### config.mk
export PLATFORM = sky130hd
export DESIGN_NAME = sdf_butterfly
export DESIGN_NICKNAME = d
export VERILOG_FILES = /design/src/rtl/sdf_pkg.sv /design/src/rtl/delay_buffer.sv /design/src/rtl/sdf_butterfly.sv
export SDC_FILE = /design/constraint.sdc
export NUM_CORES = 1
export LEC_CHECK = 0
export CORE_ASPECT_RATIO = 2
export CORE_MARGIN = 4
export CORE_UTILIZATION = 60
export CTS_CLUSTER_SIZE = 10
export DETAILED_ROUTE_END_ITERATION = 7
export PLACE_DENSITY_LB_ADDON = 0.05
export SLEW_MARGIN = 20
export SYNTH_ARGS = -nofsm -noshare
export SYNTH_HDL_FRONTEND = slang
export SYNTH_SLANG_ARGS = --single-unit
export TNS_END_PERCENT = 20
### constraint.sdc
create_clock -name clock -period 3.7 [get_ports clock]
set_input_delay 0.925 -clock clock [delete_from_list [all_inputs] [get_ports clock]]
set_output_delay 0.925 -clock clock [all_outputs]
set_load 0.03 [all_outputs]
### src/rtl/sdf_pkg.sv
// Shared definitions for the pipelined FFT datapath stages.
//   DEF_WIDTH : default sample component width. The butterfly, the
//               multiplier and the twiddle stages all use it.
//   RS_W      : widest component width that rs() supports.
//   rs()      : round-half-up halving shift with saturation to w bits.
package sdf_pkg;

    localparam int DEF_WIDTH = 16;
    localparam int RS_W      = 32;

    // Argument v holds a sum or difference of two w-bit values, sign-extended
    // to RS_W+2 bits. The result is (v+1)>>>1 clamped to the signed w-bit
    // range and returned in RS_W bits; the caller keeps the low w bits.
    function automatic logic [RS_W-1:0] rs(input logic signed [RS_W+1:0] v, input int w);
        logic signed [RS_W+1:0] one, t, hi, lo;
        one = {{(RS_W+1){1'b0}}, 1'b1};
        t   = (v + one) >>> 1;
        hi  = (one <<< (w - 1)) - one;
        lo  = -(one <<< (w - 1));
        if (t > hi)
            return hi[RS_W-1:0];
        else if (t < lo)
            return lo[RS_W-1:0];
        else
            return t[RS_W-1:0];
    endfunction

endpackage

### src/rtl/delay_buffer.sv
// Enable-gated shift register. It serves as the feedback delay line of an
// SDF stage.
//   clock, reset : clock and asynchronous active-low reset
//   en           : shift enable
//   di           : value pushed on enabled cycles
//   q            : value pushed DEPTH enabled cycles earlier
// Downstream logic masks the contents, so reset is not functionally needed.
// It only makes the contents deterministic after reset.
module delay_buffer #(
    parameter int WIDTH = 16,
    parameter int DEPTH = 16
) (
    input  logic             clock,
    input  logic             reset,
    input  logic             en,
    input  logic [WIDTH-1:0] di,
    output logic [WIDTH-1:0] q
);

    logic [DEPTH-1:0][WIDTH-1:0] sr;

    always_ff @(posedge clock or negedge reset) begin
        if (!reset) begin
            sr <= '0;
        end else if (en) begin
            sr[0] <= di;
            for (int i = 1; i < DEPTH; i++)
                sr[i] <= sr[i-1];
        end
    end

    assign q = sr[DEPTH-1];

endmodule

### src/rtl/sdf_butterfly.sv
// Radix-2 single-path delay-feedback butterfly stage.
//   clock, reset        : clock and asynchronous active-low reset
//   di_en, di_re, di_im : input sample stream (one complex sample per di_en)
//   do_en, do_re, do_im : registered output stream. It carries DEPTH halved
//                         sums and then DEPTH halved differences per frame.
// Phase 0 fills the delay line with new samples and drains the previous
// frame's differences. Phase 1 pairs each input with its partner from
// DEPTH samples earlier.
module sdf_butterfly
    import sdf_pkg::*;
#(
    parameter int WIDTH     = DEF_WIDTH,
    parameter int LOG_DEPTH = 4
) (
    input  logic                    clock,
    input  logic                    reset,
    input  logic                    di_en,
    input  logic signed [WIDTH-1:0] di_re,
    input  logic signed [WIDTH-1:0] di_im,
    output logic                    do_en,
    output logic signed [WIDTH-1:0] do_re,
    output logic signed [WIDTH-1:0] do_im
);

    localparam int DEPTH = 1 << LOG_DEPTH;
    localparam int RW    = RS_W + 2;
    localparam logic [LOG_DEPTH:0] CNT_HALF = (LOG_DEPTH+1)'(DEPTH);
    localparam logic [LOG_DEPTH:0] CNT_ONE  = (LOG_DEPTH+1)'(1);

    // Component index 1 is real, 0 is imaginary.
    logic [1:0][WIDTH-1:0] din, buf_in, buf_out, sum, diff, cand;
    logic [LOG_DEPTH:0]    cnt;
    logic                  phase, primed, primed_next;

    assign din         = {di_re, di_im};
    assign phase       = cnt[LOG_DEPTH];
    assign primed_next = primed | (di_en & (cnt == CNT_HALF));

    for (genvar c = 0; c < 2; c++) begin : g_cmp
        logic signed [WIDTH-1:0] a, b;
        assign a       = buf_out[c];
        assign b       = din[c];
        assign sum[c]  = WIDTH'(rs(RW'(a) + RW'(b), WIDTH));
        assign diff[c] = WIDTH'(rs(RW'(a) - RW'(b), WIDTH));
        assign buf_in[c] = phase ? diff[c] : din[c];
        assign cand[c]   = phase ? sum[c]  : buf_out[c];
    end

    delay_buffer #(.WIDTH(2*WIDTH), .DEPTH(DEPTH)) u_buf (
        .clock (clock),
        .reset (reset),
        .en    (di_en),
        .di    (buf_in),
        .q     (buf_out)
    );

    always_ff @(posedge clock or negedge reset) begin
        if (!reset) begin
            cnt    <= '0;
            primed <= 1'b0;
            do_en  <= 1'b0;
            do_re  <= '0;
            do_im  <= '0;
        end else if (di_en) begin
            cnt    <= cnt + CNT_ONE;
            primed <= primed_next;
            do_en  <= primed_next;
            do_re  <= cand[1];
            do_im  <= cand[0];
        end else begin
            do_en  <= 1'b0;
        end
    end

endmodule
==> results of run 1 <==
layout by cell type, fill, tap and decap left out, types with 7 or more instances in the layout:
cell,n
dfrtp_1,550
mux2_2,490
buf_4,172
nor2_1,127
ha_1,94
inv_1,81
a21oi_1,66
clkdlybuf4s50_1,65
clkbuf_16,61
nand2_1,60
o21ai_0,43
xnor2_1,37
a221oi_2,22
nand3_1,18
o21bai_1,18
nand2b_1,13
buf_12,13
a221oi_1,12
o211ai_1,11
a31oi_1,8
or3_1,8
xor2_1,8
o22ai_1,8
nor2b_1,7
o21ai_1,7
final timing paths:
kind	end	slack [ns]
min reg2reg	primed	0.47
min	do_re[0]	0.35
max	u_buf.sr[3]	0.15
max in group asynchronous	u_buf.sr[146]	2.36
max reg2reg	u_buf.sr[21]	0.45
min in group clock	primed	0.47
area by class of cell:
class | count | area [um^2] | area share
sequential | 551 | 13790 | 0.4760
multi-input combinational | 1163 | 10320 | 0.3564
timing repair buffer | 252 | 2232 | 0.07706
clock buffer | 64 | 1558 | 0.05378
tap | 535 | 669.4 | 0.02311
inverter | 81 | 304.0 | 0.01050
clock inverter | 3 | 90.09 | 0.003110
logic make-up (layout without fill, tap and decap cells):
| logic type | Yosys count | count (layout) | share of synthesized area |
|---|---|---|---|
| AOI/OAI and AO/OA | 246 | 246 | 0.07267 |
| xor gates and xnor gates | 45 | 45 | 0.01593 |
| adders and majority gates | 98 | 98 | 0.05077 |
| buffers and inverters | 162 | 400 | 0.02564 |
| DFF | 551 | 551 | 0.5573 |
| muxes | 493 | 493 | 0.2247 |
| and+or+nand+nor | 281 | 281 | 0.05295 |
metrics by stage:
stage	power, mW	setup slack (ns)	instances	hold slack (ns)
2_1_floorplan	17.19	0.1453	1876	0.4265
3_3_place_gp	20.62	-0.3560	2582	0.4396
3_5_place_dp	21.04	-0.4272	2582	0.4427
4_1_cts	26.46	0.1449	2649	0.3550
5_1_grt	28.06	-0.01317	2649	0.3788
6_report	26.21	0.1514	2649	0.3524
routing by layer:
metal / track usage / wire [um]
met5: 0 / 0
met3: 0.02929 / 1692
met1: 0.3057 / 21330
met2: 0.3774 / 23910
met4: 0.08931 / 2079
sequential cells by signal, indices dropped and copies added, names as in the netlist:
name,count
cnt,5
do_en,1
do_im,16
do_re,16
primed,1
u_buf.q,32
u_buf.sr,480
worst reg2reg max path: stages, from the launching register on:
cell      delay (ns)
dfrtp_1         0.41
inv_1           0.14
ha_1            0.26
inv_1           0.06
ha_1            0.15
inv_1           0.06
fa_1            0.37
nand2b_1        0.17
a21oi_1         0.20
o21ai_1         0.16
a21oi_2         0.22
o21ai_1         0.13
o31ai_2         0.26
nor2_2          0.09
buf_12          0.17
a221oi_1        0.29
power by group:
| part | leakage [nW] | switching [mW] | internal [mW] | total [mW] |
|---|---|---|---|---|
| clock network | 0.804 | 2.19 | 3.01 | 5.20 |
| registers | 6.27 | 1.82 | 9.06 | 10.9 |
| logic | 5.46 | 4.70 | 5.43 | 10.1 |
==> results.sh, run 1 <==
export IMPL_cts_buffers=61
export IMPL_io_pins=68
export IMPL_hold_viol_final=0
export IMPL_r2r_cells=15
export IMPL_cts_resized=0
export IMPL_grt_pass1_vias=16030
export IMPL_placed_area_um2=27310
export IMPL_worst_path_buf_inv=6
export IMPL_yosysTopAreaCell="dfrtp_1"
export IMPL_hold_path_class="input port to async pin"
export IMPL_relSlewSlack=0.3613
export IMPL_avgRoutedWirePerCell_um=18.50
export IMPL_worstSetupPathType="input port to flop"
export IMPL_crit_start="di_im[2]"
export IMPL_finalClockSkew_ns=0.02294
export IMPL_slew_viol_final=0
export IMPL_fmax_mhz=281.8
export IMPL_fin_setup_tns_ns=0
export IMPL_globalplace_congestion=0.8819
export IMPL_antenna_found_initial=0
export IMPL_start_util=0.6055
export IMPL_dieArea_um2=44750
export IMPL_syn_nets=2009
export IMPL_drc=0
export IMPL_synthesis_area_um2=24740
export IMPL_die_h_um=295.2
export IMPL_first_pass_iters=5
export IMPL_avgViaCountPerCell=5.655
export IMPL_clockBufferDepth=3
export IMPL_rsz0062_at_grt="true"
export IMPL_final_util=0.7090
export IMPL_fin_crit_ns=3.549
export IMPL_fin_area_um2=28970
export IMPL_async_flop_share=1.000
export IMPL_setup_viol=0
export IMPL_synth_edff_count=0
export IMPL_grt_max_degree=173
export IMPL_die_x_um=151.6
export IMPL_vias=14980
export IMPL_synth_cell_types=68
export IMPL_ys_seq_elements=551
export IMPL_area_growth_pct=17.08
export IMPL_path_cells="clkdlybuf4s50_1 > inv_1 > ha_1 > buf_4 > ha_1 > a211oi_2 > o211ai_1 > nand2_2 > o22ai_1 > nor4b_1 > buf_4 > a21oi_4 > buf_12 > buf_4 > a21oi_1 > o22ai_1"
export IMPL_seq_area_frac_synth=0.5573
export IMPL_reg2reg_from="u_buf.q[17]"
export IMPL_hpwl_um=33800
export IMPL_cap_viol_max_count=0
export IMPL_min_period_over_period=0.9591
export IMPL_path_clk_slew_ns=0.06
export IMPL_yosysWarnings=0
export IMPL_cts_sinks=551
export IMPL_ctsHtreeMaxLevel=2
export IMPL_clkLatencyLatePin_ns=0.60
export IMPL_cts_root_buf="clkbuf_16"
export IMPL_status="finished clean"
export IMPL_crit_top_cell="buf_4"
export IMPL_fp_row_count=105
export IMPL_port_buffer_count=67
export IMPL_synth_most_common_cell="dfrtp_1"
export IMPL_wl_um=49010
export IMPL_grt_ovfl_total=0
export IMPL_crit_family="buffers and inverters"
export IMPL_critical_path_required_ns=4.13
export IMPL_antennaDiodeCount=0
export IMPL_synth_top_area_share=0.5573
export IMPL_synth_avg_cell_area_um2=13.19
export IMPL_nets=2243
export IMPL_worst_path_stages=16
export IMPL_critPathArrivalTime_ns=3.98
export IMPL_tightest_slew_ns=0.9580
export IMPL_synthTopCellsByCount="551 x dfrtp_1, 490 x mux2_2, 127 x nor2_1"
export IMPL_crit_fanout=13
export IMPL_worst_path_largest_cell_delay_ns=0.49
export IMPL_cts_setup_buffers=0
export IMPL_irDropWorstVdd_v=0.0004892
export IMPL_syn_inst=1876
export IMPL_grt_pass1_wl_um=81890
export IMPL_worst_setup_path_start_kind="input port"
export IMPL_ant_nets=0
export IMPL_fill_cells=2820
export IMPL_slowest_stage="clkdlybuf4s50_1"
export IMPL_end_kind="flop"
export IMPL_core_um2=40860
export IMPL_synthFlopType="dfrtp_1"
export IMPL_track_usage=0.2273
export IMPL_drive_above_1_share=0.3765
export IMPL_p_leak_nw=12.54
export IMPL_powerDensity_nw_per_um2=904.8
export IMPL_cts_tree="yes"
export IMPL_cts_hold_buffers=0
export IMPL_drt_initial_drc_count=564
export IMPL_synth_area_leaders="dfrtp_1 56%, mux2_2 22%, ha_1 4.8%, nor2_1 1.9%, a21oi_1 1.3%"
No activity file was read; power rests on OpenSTA's default activity.
==> run 2: changes to the inputs <==
--- a/config.mk
+++ b/config.mk
@@ -7,7 +7,7 @@
 export LEC_CHECK = 0
 export CORE_ASPECT_RATIO = 2
 export CORE_MARGIN = 4
-export CORE_UTILIZATION = 60
+export CORE_UTILIZATION = 56
 export CTS_CLUSTER_SIZE = 10
 export DETAILED_ROUTE_END_ITERATION = 7
 export PLACE_DENSITY_LB_ADDON = 0.05
==> constraint.sdc (replaced) <==
create_clock -name clock -period 2.8 [get_ports clock]
set_input_delay 0.56 -clock clock [delete_from_list [all_inputs] [get_ports clock]]
set_output_delay 0.56 -clock clock [all_outputs]
set_load 0.03 [all_outputs]
==> run 2 against run 1 <==
Against the previous run:
- hold slack gained 0.0086 ns
- die area grew 6.9%
- critical path type is now flop to flop
- sequential cell count is the same
- clock-buffer cell count is the same
- global-route usage shrank 1.1 points
- power grew 41%
- critical path depth shrank 2
- via count grew 1.7%
- cell count grew 4.2%
- routed wire length grew 4.1%
- cell area grew 5.6%
- the run now ends with negative setup slack left
- clock skew grew 0.0024 ns
==> results.sh, run 2 (same netlist as run 1, synthesis figures left out) <==
export IMPL_first_pass_iters=5
export IMPL_grt_max_degree=110
export IMPL_cts_root_buf="clkbuf_16"
export IMPL_relSlewSlack=0.6115
export IMPL_largest_register="u_buf.sr"
export IMPL_wl_um=51010
export IMPL_p_total_mw=37.05
export IMPL_p_leak_nw=13.11
export IMPL_avgViaCountPerCell=5.521
export IMPL_fin_crit_ns=2.983
export IMPL_powerDensity_nw_per_um2=1211
export IMPL_drt_initial_drc_count=627
export IMPL_grt_pass1_wl_um=84620
export IMPL_layout_common_cells="549 x dfrtp_1, 490 x mux2_2, 257 x buf_4"
export IMPL_start_util=0.5686
export IMPL_status="finished, violations left"
export IMPL_ant_nets=0
export IMPL_hold_path_class="input port to flop"
export IMPL_grt_ovfl_total=0
export IMPL_fin_ws_ns=-0.1827
export IMPL_avgRoutedWirePerCell_um=18.48
export IMPL_rsz0062_at_grt="true"
export IMPL_min_path_cells=3
export IMPL_final_cells=2760
export IMPL_cts_tree="yes"
export IMPL_die_h_um=305.3
export IMPL_drive_above_1_share=0.4471
export IMPL_die_x_um=156.6
export IMPL_violations="negative setup slack"
export IMPL_irDropWorstVdd_v=0.0009356
export IMPL_end_kind="flop"
export IMPL_track_usage=0.2167
export IMPL_critical_path_required_ns=3.30
export IMPL_finalClockSkew_ns=0.02537
export IMPL_cts_sinks=551
export IMPL_hold_viol_final=0
export IMPL_cap_viol_max_count=0
export IMPL_clockBufferDepth=3
export IMPL_fin_setup_tns_ns=-3.249
export IMPL_largest_register_ffs=480
export IMPL_vias=15240
export IMPL_worstSetupPathType="flop to flop"
export IMPL_antennaDiodeCount=0
export IMPL_antenna_found_initial=0
export IMPL_reg2reg_from="u_buf.q[1]"
export IMPL_crit_start="u_buf.q[1]"
export IMPL_fp_row_count=108
export IMPL_core_um2=43510
export IMPL_critPathArrivalTime_ns=3.48
export IMPL_grt_pass1_vias=16340
export IMPL_globalplace_congestion=0.8675
export IMPL_r2r_cells=14
export IMPL_setup_viol=35
export IMPL_clkLatencyLatePin_ns=0.60
export IMPL_placed_area_um2=28150
export IMPL_slew_viol_final=0
export IMPL_nets=2339
export IMPL_timing_rr_end="u_buf.sr[5]"
export IMPL_mostFrequentLayoutCell="dfrtp_1"
export IMPL_whs_endpoint="cnt[1]"
export IMPL_final_util=0.7029
export IMPL_fmax_mhz=335.3
export IMPL_drc=0
export IMPL_path_clk_slew_ns=0.06
export IMPL_fin_area_um2=30580
export IMPL_cts_buffers=61
export IMPL_hp_start="di_en"
export IMPL_dp_cells=2671
export IMPL_dieArea_um2=47810
export IMPL_io_pins=68
export IMPL_tightest_slew_ns=0.5827
export IMPL_r2r_slack_ns=-0.18
export IMPL_crit_fanout=4
export IMPL_area_growth_pct=23.61
export IMPL_min_period_over_period=1.065
export IMPL_port_buffer_count=67
export IMPL_hpwl_um=35470
export IMPL_worst_setup_path_start_kind="flop"
export IMPL_ctsHtreeMaxLevel=2
-- run 2: cell count changes in the layout (fill, tap and decap cells not counted), moves of 7 or more --
| cell | previous run | this run |
|---|---|---|
| inv_1 | 81 | 73 |
| a21oi_1 | 66 | 58 |
| buf_4 | 172 | 257 |
| a21oi_2 | 3 | 10 |
| ha_4 | 0 | 27 |
| a221oi_1 | 12 | 5 |
| inv_2 | 0 | 7 |
| ha_1 | 94 | 65 |
-- run 2: worst max-delay path by stage --
| stage | endpoint | slack (ns) | depth (start not counted) |
|---|---|---|---|
| 6_report | u_buf.sr[5] | -0.18 | 14 |
| 4_1_cts | u_buf.sr[12] | -0.17 | 13 |
| 3_5_place_dp | u_buf.sr[5] | -0.93 | 13 |
| 5_1_grt | u_buf.sr[12] | -0.29 | 15 |
| 2_1_floorplan | u_buf.sr[8] | -0.12 | 13 |
| 3_3_place_gp | u_buf.sr[5] | -0.87 | 13 |
-- run 2: cell type report --
type	count	area, um^2
sequential	551	13790
tap	550	688.2
inverter	81	306.5
clock inverter	3	68.82
clock buffer	64	1538
fill	3141	12930
multi-input combinational	1163	11140
timing repair buffer	348	3054
-- run 2: routing by layer --
layer  global-route usage  vias up  wire length [um]
met5                    0        -                 0
met3              0.02449       86              1543
met4              0.05980        0              1370
met2               0.3684      225             25560
met1               0.2963     7683             22540
li1                     -     7244                 -
-- run 2: critical path, cell delays in order, from the launching register on --
cell	delay (ns)
dfrtp_1	0.39
inv_2	0.09
ha_4	0.21
inv_4	0.05
ha_4	0.13
inv_2	0.04
fa_2	0.34
and2b_2	0.25
o31ai_4	0.08
a221oi_4	0.35
o21ai_4	0.10
buf_4	0.14
o311a_4	0.34
buf_6	0.14
a221oi_2	0.24
-- run 2: metrics by stage --
stage                     hold WS [ns]  setup WS (ns)
after floorplan                 0.2644        -0.1241
after global placement          0.4419        -0.8729
after detailed placement        0.4469        -0.9343
after CTS                       0.3355        -0.1744
after global routing            0.3966        -0.2899
final                           0.3611        -0.1827
-- run 2: timing repair --
item / in CTS / in global routing
pin swaps: 29 / 22
hold buffers: 1 / 0
gates cloned: 2 / 1
buffers inserted: 16 / 2
endpoints found under the hold margin: 36 / 0
resized for setup: 71 / 45
setup endpoints to repair: 49 / 52
-- run 2: power by group --
group / internal, mW / switching [mW] / leakage, nW
Combinational: 8.79 / 7.21 / 6.05
Sequential: 12.0 / 2.30 / 6.27
Clock: 3.84 / 2.93 / 0.783
==> run 3: changes to the inputs <==
--- a/config.mk
+++ b/config.mk
@@ -7,7 +7,7 @@
 export LEC_CHECK = 0
 export CORE_ASPECT_RATIO = 2
 export CORE_MARGIN = 4
-export CORE_UTILIZATION = 56
+export CORE_UTILIZATION = 60
 export CTS_CLUSTER_SIZE = 10
 export DETAILED_ROUTE_END_ITERATION = 7
 export PLACE_DENSITY_LB_ADDON = 0.05
==> constraint.sdc (replaced) <==
create_clock -name clock -period 3.14 [get_ports clock]
set_input_delay 0.628 -clock clock [delete_from_list [all_inputs] [get_ports clock]]
set_output_delay 0.628 -clock clock [all_outputs]
set_load 0.03 [all_outputs]
==> run 3 against run 2 <==
Against the previous run:
- the flow now finishes without violations
- clock skew decreased by 0.0060 ns
- routed wire length decreased by 2.1%
- cell area decreased by 2.6%
- global-route usage increased by 0.80 points
- cell count decreased by 2.0%
- critical path depth decreased by 1
- non-clock buffer count decreased by 42
- critical path type is now input port to flop
- critical endpoint is now u_buf.sr[8]
- largest cell class unchanged
==> results.sh, run 3 (same netlist as run 1, synthesis figures left out) <==
export IMPL_setup_viol=0
export IMPL_rsz0062_at_grt="true"
export IMPL_ant_nets=0
export IMPL_fin_area_um2=29790
export IMPL_fin_ws_ns=0.006536
export IMPL_avgRoutedWirePerCell_um=18.46
export IMPL_p_leak_nw=12.86
export IMPL_fin_crit_ns=3.133
export IMPL_fmax_mhz=319.1
export IMPL_start_util=0.6055
export IMPL_dieArea_um2=44750
export IMPL_nets=2297
export IMPL_drive_above_1_share=0.4124
export IMPL_antennaDiodeCount=0
export IMPL_die_h_um=295.2
export IMPL_cts_root_buf="clkbuf_16"
export IMPL_multiInputGateArea_um2=10710
export IMPL_path_clk_slew_ns=0.06
export IMPL_largest_register="u_buf.sr"
export IMPL_antenna_found_initial=0
export IMPL_vias=15070
export IMPL_grt_max_degree=139
export IMPL_hold_viol_final=0
export IMPL_final_cells=2705
export IMPL_clkLatencyLatePin_ns=0.59
export IMPL_drc=0
export IMPL_fp_row_count=105
export IMPL_die_x_um=151.6
export IMPL_first_pass_iters=4
export IMPL_cts_tree="yes"
export IMPL_grt_ovfl_total=0
export IMPL_status="finished clean"
export IMPL_regArea_um2=13790
export IMPL_dp_cells=2628
export IMPL_r2r_slack_ns=0.04
export IMPL_worstSetupPathType="input port to flop"
export IMPL_fill_cells=2779
export IMPL_finalClockSkew_ns=0.01941
export IMPL_hold_path_class="flop to flop"
export IMPL_track_usage=0.2247
export IMPL_cts_buffers=61
export IMPL_end_kind="flop"
export IMPL_io_pins=68
export IMPL_grt_pass1_vias=16000
export IMPL_grt_pass1_wl_um=80990
export IMPL_r2r_cells=15
export IMPL_clockBufferDepth=3
export IMPL_reg2reg_from="u_buf.q[1]"
export IMPL_tightest_slew_ns=0.7431
export IMPL_min_period_over_period=0.9979
export IMPL_dp_slack_ns=-0.7049
export IMPL_critPathArrivalTime_ns=3.63
export IMPL_min_path_cells=1
export IMPL_largest_register_ffs=480
export IMPL_powerDensity_nw_per_um2=1070
export IMPL_timing_rr_end="u_buf.sr[8]"
export IMPL_drt_initial_drc_count=610
export IMPL_avgViaCountPerCell=5.572
export IMPL_ctsHtreeMaxLevel=2
export IMPL_globalplace_congestion=0.9093
export IMPL_crit_start="di_im[2]"
export IMPL_placed_area_um2=27680
export IMPL_p_total_mw=31.87
export IMPL_core_um2=40860
export IMPL_area_growth_pct=20.39
export IMPL_mostFrequentLayoutCell="dfrtp_1"
export IMPL_worst_setup_path_start_kind="input port"
export IMPL_setup_worst_path_end="u_buf.sr[8]"
export IMPL_critical_path_required_ns=3.64
export IMPL_wl_um=49950
export IMPL_port_buffer_count=67
export IMPL_layout_common_cells="550 x dfrtp_1, 490 x mux2_2, 222 x buf_4"
export IMPL_relSlewSlack=0.5046
export IMPL_cts_sinks=551
export IMPL_crit_fanout=5
export IMPL_cap_viol_max_count=0
export IMPL_hpwl_um=34200
export IMPL_slew_viol_final=0
export IMPL_irDropWorstVdd_v=0.0008035
[run 3: cell count changes in the layout (fill, tap and decap cells not counted), moves of 5 or more]
cell / before / now
buf_4: 257 / 222
a21oi_2: 10 / 4
ha_4: 27 / 17
nand2_1: 55 / 60
a21oi_1: 58 / 64
ha_1: 65 / 76
dlygate4sd2_1: 5 / 0
[run 3: what timing repair did]
| item | CTS | global route |
|---|---|---|
| buffers inserted | 1 | 4 |
| gates resized for setup | 3 | 58 |
| hold endpoints to repair | 27 | 0 |
| gates cloned | 0 | 2 |
| pin swaps | 4 | 17 |
| endpoints found under the setup margin | 19 | 32 |
| hold buffers | 1 | 0 |
[run 3: where the power goes]
group          switching (mW)  total, mW  internal [mW]  leakage, nW
clock                    2.55       6.03           3.48        0.797
sequential               2.06       12.7           10.7         6.27
combinational            5.98       13.1           7.12         5.79
total                    10.6       31.9           21.3         12.9
[run 3: per-stage QoR]
step	util	hold slack [ns]	TNS (ns)
6_report	0.7290	0.4516	0
5_1_grt	0.7290	0.4866	-0.5096
4_1_cts	0.7180	0.4582	0
3_5_place_dp	0.6774	0.4446	-28.26
3_3_place_gp	0.6774	0.4416	-26.30
2_1_floorplan	-	0.3324	-0.003571
[run 3: worst min path at each step]
stage | from | slack [ns] | end
4_1_cts | primed | 0.46 | primed
3_5_place_dp | primed | 0.44 | primed
2_1_floorplan | reset | 0.33 | cnt[0]
3_3_place_gp | primed | 0.44 | primed
6_report | primed | 0.45 | primed
5_1_grt | primed | 0.49 | primed
[run 3: layout make-up]
class                      count  area share
clock buffer                  65     0.05280
clock inverter                 4    0.001638
inverter                      81     0.01029
multi-input combinational   1163      0.3596
sequential                   551      0.4630
tap                          535     0.02247
timing repair buffer         306     0.09027
[run 3: worst max-delay path: stages]
cell and delay (ns):
clkdlybuf4s50_1 0.51, inv_1 0.09, ha_4 0.25, ha_1 0.31, a211oi_2 0.30, o211ai_1 0.16, nand2_2 0.12, o22ai_1 0.14
or2_4 0.28, o311a_4 0.35, buf_12 0.15, a21boi_1 0.13, a211oi_2 0.21
[run 3: per-layer routing]
metal	vias up	wire (um)	GRT usage
li1	7171	-	-
met1	7563	21880	0.3041
met2	226	24920	0.3755
met3	111	1357	0.02546
met4	0	1795	0.08427
met5	-	0	0
